--- src/rtl/branch_target_predictor_pkg.sv ---
// Shared constants for the IF-stage branch predictor: branch opcodes and
// 2-bit counter encodings.
package branch_target_predictor_pkg;

  // Opcodes that resolve as branches in ID
  localparam logic [5:0] OP_JUMP = 6'b000010;
  localparam logic [5:0] OP_BEQ  = 6'b000100;
  localparam logic [5:0] OP_BNE  = 6'b000001;
  localparam logic [5:0] OP_BLT  = 6'b000011;
  localparam logic [5:0] OP_BGE  = 6'b000101;

  // Saturating direction counter encodings
  localparam logic [1:0] CTR_SNT = 2'b00;
  localparam logic [1:0] CTR_WNT = 2'b01;
  localparam logic [1:0] CTR_WT  = 2'b10;
  localparam logic [1:0] CTR_ST  = 2'b11;

  // Used by the ID decoder to produce id_is_branch
  function automatic logic is_branch_op(input logic [5:0] op);
    return op inside {OP_JUMP, OP_BEQ, OP_BNE, OP_BLT, OP_BGE};
  endfunction

endpackage

--- src/rtl/branch_target_predictor_if.sv ---
// Pipeline-facing bundle of the branch predictor: fetch PC, ID resolution
// inputs, prediction and redirect outputs.
interface branch_target_predictor_if;
  logic [31:0] if_pc;
  logic        ifid_write;
  logic        id_is_branch;
  logic        id_taken;
  logic [31:0] id_target;
  logic [31:0] id_pcplus4;
  logic        pred_taken;
  logic [31:0] pred_addr;
  logic        redirect;
  logic [31:0] redirect_addr;
  logic        ifid_flush;
  logic [15:0] mispredict_count;

  // Pipeline side
  modport master (
    output if_pc, ifid_write, id_is_branch, id_taken, id_target, id_pcplus4,
    input  pred_taken, pred_addr, redirect, redirect_addr, ifid_flush, mispredict_count
  );

  // Predictor side
  modport slave (
    input  if_pc, ifid_write, id_is_branch, id_taken, id_target, id_pcplus4,
    output pred_taken, pred_addr, redirect, redirect_addr, ifid_flush, mispredict_count
  );
endinterface

--- src/rtl/branch_target_predictor_sat_counter2.sv ---
// Next-state function of a 2-bit saturating up/down counter.
module sat_counter2
  import branch_target_predictor_pkg::*;
(
  input  logic [1:0] ctr,
  input  logic       inc,
  output logic [1:0] next
);

  // Step toward taken on inc, toward not-taken otherwise, clamping at the ends
  always_comb begin
    next = ctr;
    if (inc) begin
      if (ctr != CTR_ST) next = ctr + 2'd1;
    end else begin
      if (ctr != CTR_SNT) next = ctr - 2'd1;
    end
  end

endmodule

--- src/rtl/branch_target_predictor.sv ---
// IF-stage direct-mapped BTB with 2-bit counters, ID-stage prediction check
// and PC redirect / IF-ID flush generation.
module branch_target_predictor
  import branch_target_predictor_pkg::*;
#(
  parameter int unsigned ENTRIES  = 16,
  parameter int unsigned IDX_W    = 4,
  parameter logic [1:0]  CTR_INIT = CTR_WNT
) (
  input logic                     clk,
  input logic                     rst_n,
  branch_target_predictor_if.slave bus
);

  localparam int unsigned TAG_W = 32 - IDX_W - 2;

  logic [ENTRIES-1:0] valid_q;
  logic [TAG_W-1:0]   tag_q    [ENTRIES];
  logic [31:0]        target_q [ENTRIES];
  logic [1:0]         ctr_q    [ENTRIES];

  logic        p_taken_q;
  logic [31:0] p_target_q;
  logic [15:0] count_q;

  logic [IDX_W-1:0] l_idx, u_idx;
  logic [TAG_W-1:0] l_tag, u_tag;
  logic             l_hit, u_hit, l_pred;
  logic [31:0]      id_pc;
  logic [1:0]       ctr_upd;
  logic             mispredict;
  logic [31:0]      fix_addr;
  logic             unused_pc_bits;

  assign l_idx = bus.if_pc[IDX_W+1:2];
  assign l_tag = bus.if_pc[31:IDX_W+2];
  assign id_pc = bus.id_pcplus4 - 32'd4;
  assign u_idx = id_pc[IDX_W+1:2];
  assign u_tag = id_pc[31:IDX_W+2];
  assign unused_pc_bits = ^{bus.if_pc[1:0], id_pc[1:0]};

  assign l_hit  = valid_q[l_idx] && (tag_q[l_idx] == l_tag);
  assign u_hit  = valid_q[u_idx] && (tag_q[u_idx] == u_tag);
  assign l_pred = l_hit && ctr_q[l_idx][1];

  assign bus.pred_taken = l_pred;
  assign bus.pred_addr  = l_pred ? target_q[l_idx] : bus.if_pc + 32'd4;

  sat_counter2 u_sat_counter2 (
    .ctr  (ctr_q[u_idx]),
    .inc  (bus.id_taken),
    .next (ctr_upd)
  );

  // Compare the carried prediction with the ID resolution; stalls never redirect
  always_comb begin
    mispredict = 1'b0;
    fix_addr   = bus.id_pcplus4;
    if (bus.ifid_write) begin
      if (bus.id_is_branch) begin
        if (bus.id_taken) begin
          if (!p_taken_q || (p_target_q != bus.id_target)) begin
            mispredict = 1'b1;
            fix_addr   = bus.id_target;
          end
        end else if (p_taken_q) begin
          mispredict = 1'b1;
        end
      end else if (p_taken_q) begin
        // Stale or aliased hit on a non-branch
        mispredict = 1'b1;
      end
    end
  end

  // Outputs are forced quiet while reset is held, whatever ID presents
  assign bus.redirect         = rst_n && mispredict;
  assign bus.ifid_flush       = bus.redirect;
  assign bus.redirect_addr    = rst_n ? fix_addr : 32'd0;
  assign bus.mispredict_count = count_q;

  // BTB state: train on resolved branches, allocate on taken miss, drop stale hits
  always_ff @(posedge clk or negedge rst_n) begin
    if (!rst_n) begin
      valid_q <= '0;
      for (int i = 0; i < int'(ENTRIES); i++) begin
        tag_q[i]    <= '0;
        target_q[i] <= '0;
        ctr_q[i]    <= CTR_INIT;
      end
    end else if (bus.ifid_write) begin
      if (bus.id_is_branch) begin
        if (bus.id_taken) begin
          target_q[u_idx] <= bus.id_target;
          if (u_hit) begin
            ctr_q[u_idx] <= ctr_upd;
          end else begin
            valid_q[u_idx] <= 1'b1;
            tag_q[u_idx]   <= u_tag;
            ctr_q[u_idx]   <= CTR_INIT + 2'd1;
          end
        end else if (u_hit) begin
          ctr_q[u_idx] <= ctr_upd;
        end
      end else if (p_taken_q) begin
        valid_q[u_idx] <= 1'b0;
      end
    end
  end

  // Prediction travelling with IF/ID: bubble on redirect, hold on stall
  always_ff @(posedge clk or negedge rst_n) begin
    if (!rst_n) begin
      p_taken_q  <= 1'b0;
      p_target_q <= '0;
    end else if (bus.redirect) begin
      p_taken_q  <= 1'b0;
      p_target_q <= '0;
    end else if (bus.ifid_write) begin
      p_taken_q  <= l_pred;
      p_target_q <= target_q[l_idx];
    end
  end

  // Saturating mispredict counter
  always_ff @(posedge clk or negedge rst_n) begin
    if (!rst_n) begin
      count_q <= '0;
    end else if (bus.redirect && (count_q != 16'hFFFF)) begin
      count_q <= count_q + 16'd1;
    end
  end

endmodule

--- src/flat_wrapper.sv ---
// flat-port wrapper written by rule: the top's interface ports become plain ports
module branch_target_predictor_flat import branch_target_predictor_pkg::*;
#(
  parameter int unsigned ENTRIES  = 16,
  parameter int unsigned IDX_W    = 4,
  parameter logic [1:0]  CTR_INIT = CTR_WNT
)
  (clk, rst_n, bus_if_pc, bus_ifid_write, bus_id_is_branch, bus_id_taken, bus_id_target, bus_id_pcplus4, bus_pred_taken, bus_pred_addr, bus_redirect, bus_redirect_addr, bus_ifid_flush, bus_mispredict_count);
  branch_target_predictor_if bus_i ();
  input logic clk;
  input logic rst_n;
  input wire logic [$bits(bus_i.if_pc)-1:0] bus_if_pc;
  input wire logic [$bits(bus_i.ifid_write)-1:0] bus_ifid_write;
  input wire logic [$bits(bus_i.id_is_branch)-1:0] bus_id_is_branch;
  input wire logic [$bits(bus_i.id_taken)-1:0] bus_id_taken;
  input wire logic [$bits(bus_i.id_target)-1:0] bus_id_target;
  input wire logic [$bits(bus_i.id_pcplus4)-1:0] bus_id_pcplus4;
  output wire logic [$bits(bus_i.pred_taken)-1:0] bus_pred_taken;
  output wire logic [$bits(bus_i.pred_addr)-1:0] bus_pred_addr;
  output wire logic [$bits(bus_i.redirect)-1:0] bus_redirect;
  output wire logic [$bits(bus_i.redirect_addr)-1:0] bus_redirect_addr;
  output wire logic [$bits(bus_i.ifid_flush)-1:0] bus_ifid_flush;
  output wire logic [$bits(bus_i.mispredict_count)-1:0] bus_mispredict_count;
  assign bus_i.if_pc = bus_if_pc;
  assign bus_i.ifid_write = bus_ifid_write;
  assign bus_i.id_is_branch = bus_id_is_branch;
  assign bus_i.id_taken = bus_id_taken;
  assign bus_i.id_target = bus_id_target;
  assign bus_i.id_pcplus4 = bus_id_pcplus4;
  assign bus_pred_taken = bus_i.pred_taken;
  assign bus_pred_addr = bus_i.pred_addr;
  assign bus_redirect = bus_i.redirect;
  assign bus_redirect_addr = bus_i.redirect_addr;
  assign bus_ifid_flush = bus_i.ifid_flush;
  assign bus_mispredict_count = bus_i.mispredict_count;
  branch_target_predictor #(.ENTRIES(ENTRIES), .IDX_W(IDX_W), .CTR_INIT(CTR_INIT)) u_core (.clk(clk), .rst_n(rst_n), .bus(bus_i));
endmodule
--- config.mk ---
export PLATFORM = sky130hd
export DESIGN_NAME = branch_target_predictor_flat
export DESIGN_NICKNAME = d
export VERILOG_FILES = /design/src/rtl/branch_target_predictor_pkg.sv /design/src/rtl/branch_target_predictor_if.sv /design/src/rtl/branch_target_predictor_sat_counter2.sv /design/src/rtl/branch_target_predictor.sv /design/src/flat_wrapper.sv
export SDC_FILE = /design/constraint.sdc
export NUM_CORES = 2
export LEC_CHECK = 0
export ABC_AREA = 1
export BUFFER_PORTS_ARGS = -buffer_cell sky130_fd_sc_hd__buf_4
export CAP_MARGIN = 15
export CORE_ASPECT_RATIO = 1.5
export CORE_UTILIZATION = 60
export DETAILED_ROUTE_END_ITERATION = 6
export GPL_TIMING_DRIVEN = 1
export PLACE_DENSITY = 0.77
export SLEW_MARGIN = 15
export SYNTH_ARGS = -nofsm -noshare
export SYNTH_HDL_FRONTEND = slang
export SYNTH_SLANG_ARGS = --single-unit
--- constraint.sdc ---
create_clock -name clk -period 9.3 [get_ports clk]
set_input_delay 2.325 -clock clk [delete_from_list [all_inputs] [get_ports clk]]
set_output_delay 2.325 -clock clk [all_outputs]
set_load 0.005 [all_outputs]
==> Word level (Yosys, flattened, before mapping) <==
Index checks and enable logic that the tools add are counted.
{ "classes": {"add_sub_neg": 5, "magnitude_cmp": 6, "n_eq_ne": 7, "mux": 55, "bitwise": 9, "n_reduce_logical": 17} }
{ "op_table": {"columns": ["op", "count"], "rows": [
  ["bitwise mux 512 bit", 1],
  ["two-way mux 32 bit", 14],
  ["bitwise mux 416 bit", 1],
  ["binary-select mux 26 bit (select 4 bit)", 2],
  ["two-way mux 26 bit", 5],
  ["binary-select mux 32 bit (select 4 bit)", 1],
  ["demux 32 bit (select 4 bit)", 1],
  ["demux 26 bit (select 4 bit)", 1],
  ["two-way mux 16 bit", 4],
  ["equality test 26 bit", 2],
  ["adder 32 x 3 -> 32 bit (second input constant)", 1],
  ["AND 16 bit", 2],
  ["bitwise mux 32 bit", 1],
  ["!= test 32 bit", 1],
  ["NOT 16 bit", 2],
  ["OR 16 bit", 2],
  ["subtractor 32 x 3 -> 32 bit (second input constant)", 1],
  ["adder 16 x 1 -> 16 bit (second input constant)", 1],
  ["binary-select mux 2 bit (select 4 bit)", 2],
  ["two-way mux 2 bit", 8],
  ["!= test 16 bit (second input constant)", 1],
  ["greater-or-equal comparator 5 bit (second input constant)", 2],
  ["< comparator 4 x 5 -> 1 bit (second input constant)", 2],
  ["two-way mux 1 bit", 10],
  ["other kinds (17)", 31]
]} }
{ "word_totals": {"register_bits": 1025, "in_bits": 101, "output_inout_bits": 83, "wordCells": 151} }

==> Longest topological paths before layout <==
{ "depth": {"ltp_word": 11, "mapped_depth": 29, "ltp_nobuf": 23} }

==> By module <==
Synthesis repeated with hierarchy kept, for this count alone.
{ "unflattened": {"hier_cells": 7335, "area_unflattened_um2": 53974.3} }
{ "by_module_without_submodules": {"columns": ["mod", "n_inst", "cells_each", "area_per_inst_um2", "seq_area_each_um2"], "rows": [
  ["branch_target_predictor", 1, 7329, 53949.2, 25669.6],
  ["sat_counter2", 1, 6, 25.0, 0.0]
]} }

==> Worst setup path after synthesis <==
Ideal clock, no wire load.
{ "synth_path": {"path_type": "in2out", "startpoint": "input port bus_if_pc[2]", "endpoint": "output port bus_pred_addr[22]", "arrival_time_ps": 4405, "t_required_ps": 6975, "path_slack_ps": 2570, "cell_stages": 18, "n_path_buf": 5, "path_cell_list": "buf_4 inv_1 buf_2 buf_2 buf_4 nand2_1 a22oi_1 nand4_1 nand3_1 nand2_1 nor2_1 nand2_1 nor2_1 nand3_1 nor2_2 buf_2 nand2_1 nand2_1"} }
{ "synth_between": {"elab_chain_len": 8} }
{ "synth_lines": {"columns": ["element", "line", "rtl"], "rows": [
  ["start, declared", "flat_wrapper.sv:12", "input wire logic [$bits(bus_i.if_pc)-1:0] bus_if_pc;"],
  ["NOT 4 -> 5 bit (implied by the code)", "branch_target_predictor.sv:42, branch_target_predictor.sv:44", null],
  ["binary-select mux 26 bit (select 4 bit)", "branch_target_predictor.sv:42", "assign l_hit = valid_q[l_idx] && (tag_q[l_idx] == l_tag);"],
  ["two-way mux 26 bit (implied by the code) (2 in a row)", "branch_target_predictor.sv:42", null],
  ["equality test 26 bit", "branch_target_predictor.sv:42", null],
  ["logical AND 1 bit", "branch_target_predictor.sv:42", null],
  ["logical AND 1 bit (*)", "branch_target_predictor.sv:44", "assign l_pred = l_hit && ctr_q[l_idx][1];"],
  ["via bus_pred_taken", "flat_wrapper.sv:18", "output wire logic [$bits(bus_i.pred_taken)-1:0] bus_pred_taken;"],
  ["two-way mux 32 bit (*)", "branch_target_predictor.sv:47", "assign bus.pred_addr = l_pred ? target_q[l_idx] : bus.if_pc + 32'd4;"],
  ["end, declared", "flat_wrapper.sv:19", "output wire logic [$bits(bus_i.pred_addr)-1:0] bus_pred_addr;"]
]} }
The timed path passes the listed nets; every way through them passes the cells marked *. The select of a mux whose other input is x is not followed.

==> Final worst setup path <==
{ "layout_path": {"startpoint": "input port bus_if_pc[2]", "endpoint": "output port bus_pred_addr[31]"} }
{ "layout_between": {"elab_chain_len": 8} }
{ "layout_lines": {"columns": ["element", "line"], "rows": [
  ["NOT 4 -> 5 bit (implied by the code)", "branch_target_predictor.sv:42, branch_target_predictor.sv:44, branch_target_predictor.sv:47"],
  ["binary-select mux 26 bit (select 4 bit)", "branch_target_predictor.sv:42"],
  ["two-way mux 26 bit (implied by the code) (2 in a row)", "branch_target_predictor.sv:42"],
  ["equality test 26 bit", "branch_target_predictor.sv:42"],
  ["logical AND 1 bit", "branch_target_predictor.sv:42"],
  ["logical AND 1 bit", "branch_target_predictor.sv:44"],
  ["two-way mux 32 bit (*)", "branch_target_predictor.sv:47"]
]} }
Every way passes the cells marked *; elsewhere a longest branch is shown, timed or not. The select of a mux whose other input is x is not followed.

==> results by group <==
Job
  • Max_cap viols: 0

Critical path
  • Max FO, Critical Path: 97
  • Max incr delay on CP: around 520 ps
  • CP Capture Type: output pin
  • Cell family with most CP delay: buffers and inverters
  • Reg2reg end: u_core.tag_q[327]
  • CP required: between 6000 and 7000 ps
  • Worst setup SP type: primary input
  • Crit path capture: bus_pred_addr[31]
  • Worst path bufs/invs: 4
  • RR Startpoint: u_core.tag_q[119]
  • Reg2reg setup slack: 5410 ps
  • Worst path cell trace: buf_8 > inv_8 > buf_12 > o21ai_0 > o22ai_1 > o211ai_1 > nand2_1 > nand2_1 > nand2_1 > nor2_1 > nand2_1 > nor2_1 > nand2_1 > nor2_4 > nand2_1 > o21ai_1 > buf_4
  • Worst reg2reg path depth: 16
  • Critical-path top delay cell: nor2_4
  • Critical path arrival: ~6200 ps
  • CP Launch Point: bus_if_pc[2]
  • Cell mode on critical path: nand2_1
  • Kind of critical path: in -> out
  • Critical path depth: 17

Synthesis
  • Syn Nets: around 7,400
  • Post-synthesis sequential area ratio: a little under half
  • Compound-Gate Fraction of Synth Area: between 10% and 20%
  • Largest family of logic cells by synthesized area: simple AND/OR/NAND/NOR gates
  • Yosys top cell area share: 46.7%
  • Distinct cells, synth: 49
  • Area contributors post-synth: dfrtp_1, nand2_1, o21ai_0, nor2_1, nand3_1
  • Synth Cell Area: approximately 54,000 sq um
  • Syn. warnings: 0
  • Largest area contributor in the netlist: dfrtp_1
  • Mean post-synth cell area: ~7.4 sq um
  • EDFF count, synth: 0
  • Yosys reg bits: 1,025
  • Synth Area in XOR/XNOR: 1.02%
  • Post-Synth Simple-Gate Area: between 20% and 30%
  • Commonest cells in the netlist: nand2_1, o21ai_0, dfrtp_1
  • Most common cell in the netlist: nand2_1
  • Mux share of post-synthesis cell area: 0%
  • Area share of fa/ha/maj cells after synthesis: less than 1%
  • FFs w/ async S/R, synth: 100%
  • Synth Instances: 7,333
  • Ys flop type: dfrtp_1

Detailed routing
  • DRC viols: 44
  • Pre-antenna DRT Iters: 7
  • DRT Wirelength: ~200,000 um
  • DRT iter0 DRCs: 7,444
  • Wire per inst: roughly 24 um
  • Via count: around 54,000
  • Via-to-Cell Ratio: ~6.4
  • Routed Antenna Nets: 0

Timing
  • Min Tclk post-route: roughly 8500 ps
  • FMAX: about 0.12 GHz
  • Setup TNS: 0 ps
  • Slew HR: between 10% and 20%
  • Final Skew: roughly 22 ps
  • # setup viols final: 0
  • Tcrit/Tclk final: approximately nine tenths
  • Least-Margin Pin Slew: 1300 ps
  • Final hold vios: 0
  • Max-slew violations: 0
  • RSZ-0062 raised after global routing: false

Layout
  • Area Overhead vs Synth: 9.42%
  • Nets@finish: roughly 7,300
  • Fillers: roughly 7,800
  • Post-Layout Cell Count: around 8,400
  • Share of layout cells above drive strength 1: under 10%

Power and ir drop
  • Combinational share of power: between 10% and 20%
  • Clock power frac: between 30% and 40%
  • Leak pwr: ~28 nW
  • Peak supply drop: about 160 uV
  • Power per cell area: a little over 200 nW/um^2
  • Sequential share of power: a little under half
  • Final Power: 0.0121 W
  • Sw Ratio: 30.5%
  • Pint: ~0.0084 W
  • Switching power: roughly 0.0037 W

Clock network
  • Post-cts gate resize count: 0
  • CTS Sinks: between 1,000 and 1,500
  • CTS tree: built
  • Reg clk slew, reported paths: around 60 ps
  • Htree depth: 3
  • Total CTS buffers: 98
  • Root buffer cell: clkbuf_16
  • Worst skew pair latency: around 730 ps
  • Postcts setup bufs: 0
  • Max Root-Sink Buffers: 3
  • Hold buffer count at CTS: 0

Floorplanning
  • Rows: between 100 and 150
  • I/O pins: about 180
  • Die W: roughly 250 um
  • Initial Util: 60.7%
  • Core Region: just under 90,000 sq um
  • Die outline area: just over 90,000 sq um
  • Die extent in y: between 300 and 400 um

Hold path
  • HP Class: reg -> reg

GRT
  • Initial antenna violation count: 12
  • Total Routing Usage GR: between 40% and 50%
  • Global route total overflow: 0
  • Busiest grt layer: met2
  • Vias in the first global route: approximately 50,000
  • Pin count of the biggest net entering global routing: approximately 190
  • Met1 usage: between 50 and 60%
  • First-pass GRT wire length: between 300,000 and 400,000 um
  • Met2 Usage GRT: 65.7%
  • Grt met3 use: 12.9%

Placed design
  • Port Buffer Count: 183
  • Post-DP HPWL: between 100,000 and 150,000 um
  • GPL Wtd Cong: between 1 and 1.5
  • Dpl cells: 8,225

Status
  • Failing checks: DRC
  • Status: complete, but fails checks
## worst min-delay path by stage
| stage | startpoint | endpoint | cells after the start |
|---|---|---|---|
| 6_report | u_core.ctr_q[22] | u_core.ctr_q[22] | 2 |
| 5_1_grt | u_core.ctr_q[18] | u_core.ctr_q[18] | 2 |
| 4_1_cts | u_core.ctr_q[22] | u_core.ctr_q[22] | 2 |
| 3_5_place_dp | u_core.ctr_q[3] | u_core.ctr_q[3] | 2 |
| 3_3_place_gp | u_core.ctr_q[10] | u_core.ctr_q[10] | 2 |
| 2_1_floorplan | u_core.ctr_q[3] | u_core.ctr_q[3] | 2 |
## sequential cells by signal (all words and copies together) (netlist names), named ones only
signal                       cells
u_core.ctr_q                    32
u_core.tag_q                   416
u_core.bus.mispredict_count     16
u_core.p_target_q               32
u_core.p_taken_q                 1
u_core.target_q                512
## routing by layer
layer | wire (um) | vias up
li1 | - | 23913
met1 | 69700 | 25288
met2 | 87700 | 3568
met3 | 25000 | 886
met4 | 17000 | 22
met5 | 144 | -
## worst min-delay path, stage by stage (launching register included)
cell     delay, ps
dfstp_2        370
nand2_1         60
nand2_1         40
## layout make-up
class | count | area [sq um] | share of cell area, %
multi-input cells | 5515 | 25200 | 42.6
flip-flops and latches | 1025 | 25700 | 43.4
well taps | 1156 | 1450 | 2.45
clock inverters | 47 | 703 | 1.19
diodes | 2 | 5.00 | 0.00846
repair buffers | 295 | 2380 | 4.03
clock buffers | 134 | 2840 | 4.80
inverters | 234 | 903 | 1.53
## power by group through the flow
stage          logic, W  registers (W)  clock network, W
2_1_floorplan   0.00139        0.00552                 0
3_3_place_gp    0.00200        0.00562                 0
3_5_place_dp    0.00205        0.00564                 0
4_1_cts         0.00207        0.00557           0.00444
5_1_grt         0.00236        0.00566           0.00460
6_report        0.00211        0.00559           0.00443
## placed cells by master, fill, tap and decap left out, drive strengths merged, types with 2 or more instances in the layout
master,instances
a31oi,22
clkinvlp,6
nand2,2386
clkinv,27
a22oi,7
bufinv,16
nor4,4
clkbuf,135
a22o,24
o211ai,57
xnor2,14
nor2,686
dfstp,16
a21oi,58
xor2,46
dfrtp,1009
inv,232
nor3,29
o221ai,65
nand4,32
diode,2
a221oi,2
ha,6
o22ai,133
nand3,423
o21ai,1509
buf,294
a211oi,3
nand3b,4
## metrics by stage
| stage | worst slack [ps] | instance area (sq um) | utilization (%) | hold WS [ps] |
|---|---|---|---|---|
| 2_1_floorplan | 2570 | 54000 | - | 441 |
| 3_3_place_gp | 1130 | 55600 | 62.4 | 457 |
| 3_5_place_dp | 1090 | 55600 | 62.4 | 458 |
| 4_1_cts | 1080 | 59100 | 66.4 | 472 |
| 5_1_grt | 685 | 59100 | 66.4 | 491 |
| 6_report | 793 | 59100 | 66.4 | 471 |
## cell families after synthesis
| kind of cell | count (synthesis) |
|---|---|
| XOR/XNOR | 60 |
| adder cells (fa/ha/maj) | 6 |
| buffers and inverters | 793 |
| AO/OA/AOI/OAI | 1885 |
| AND/OR/NAND/NOR | 3564 |
| flip-flops | 1025 |
No activity file was read; power rests on OpenSTA's default activity.
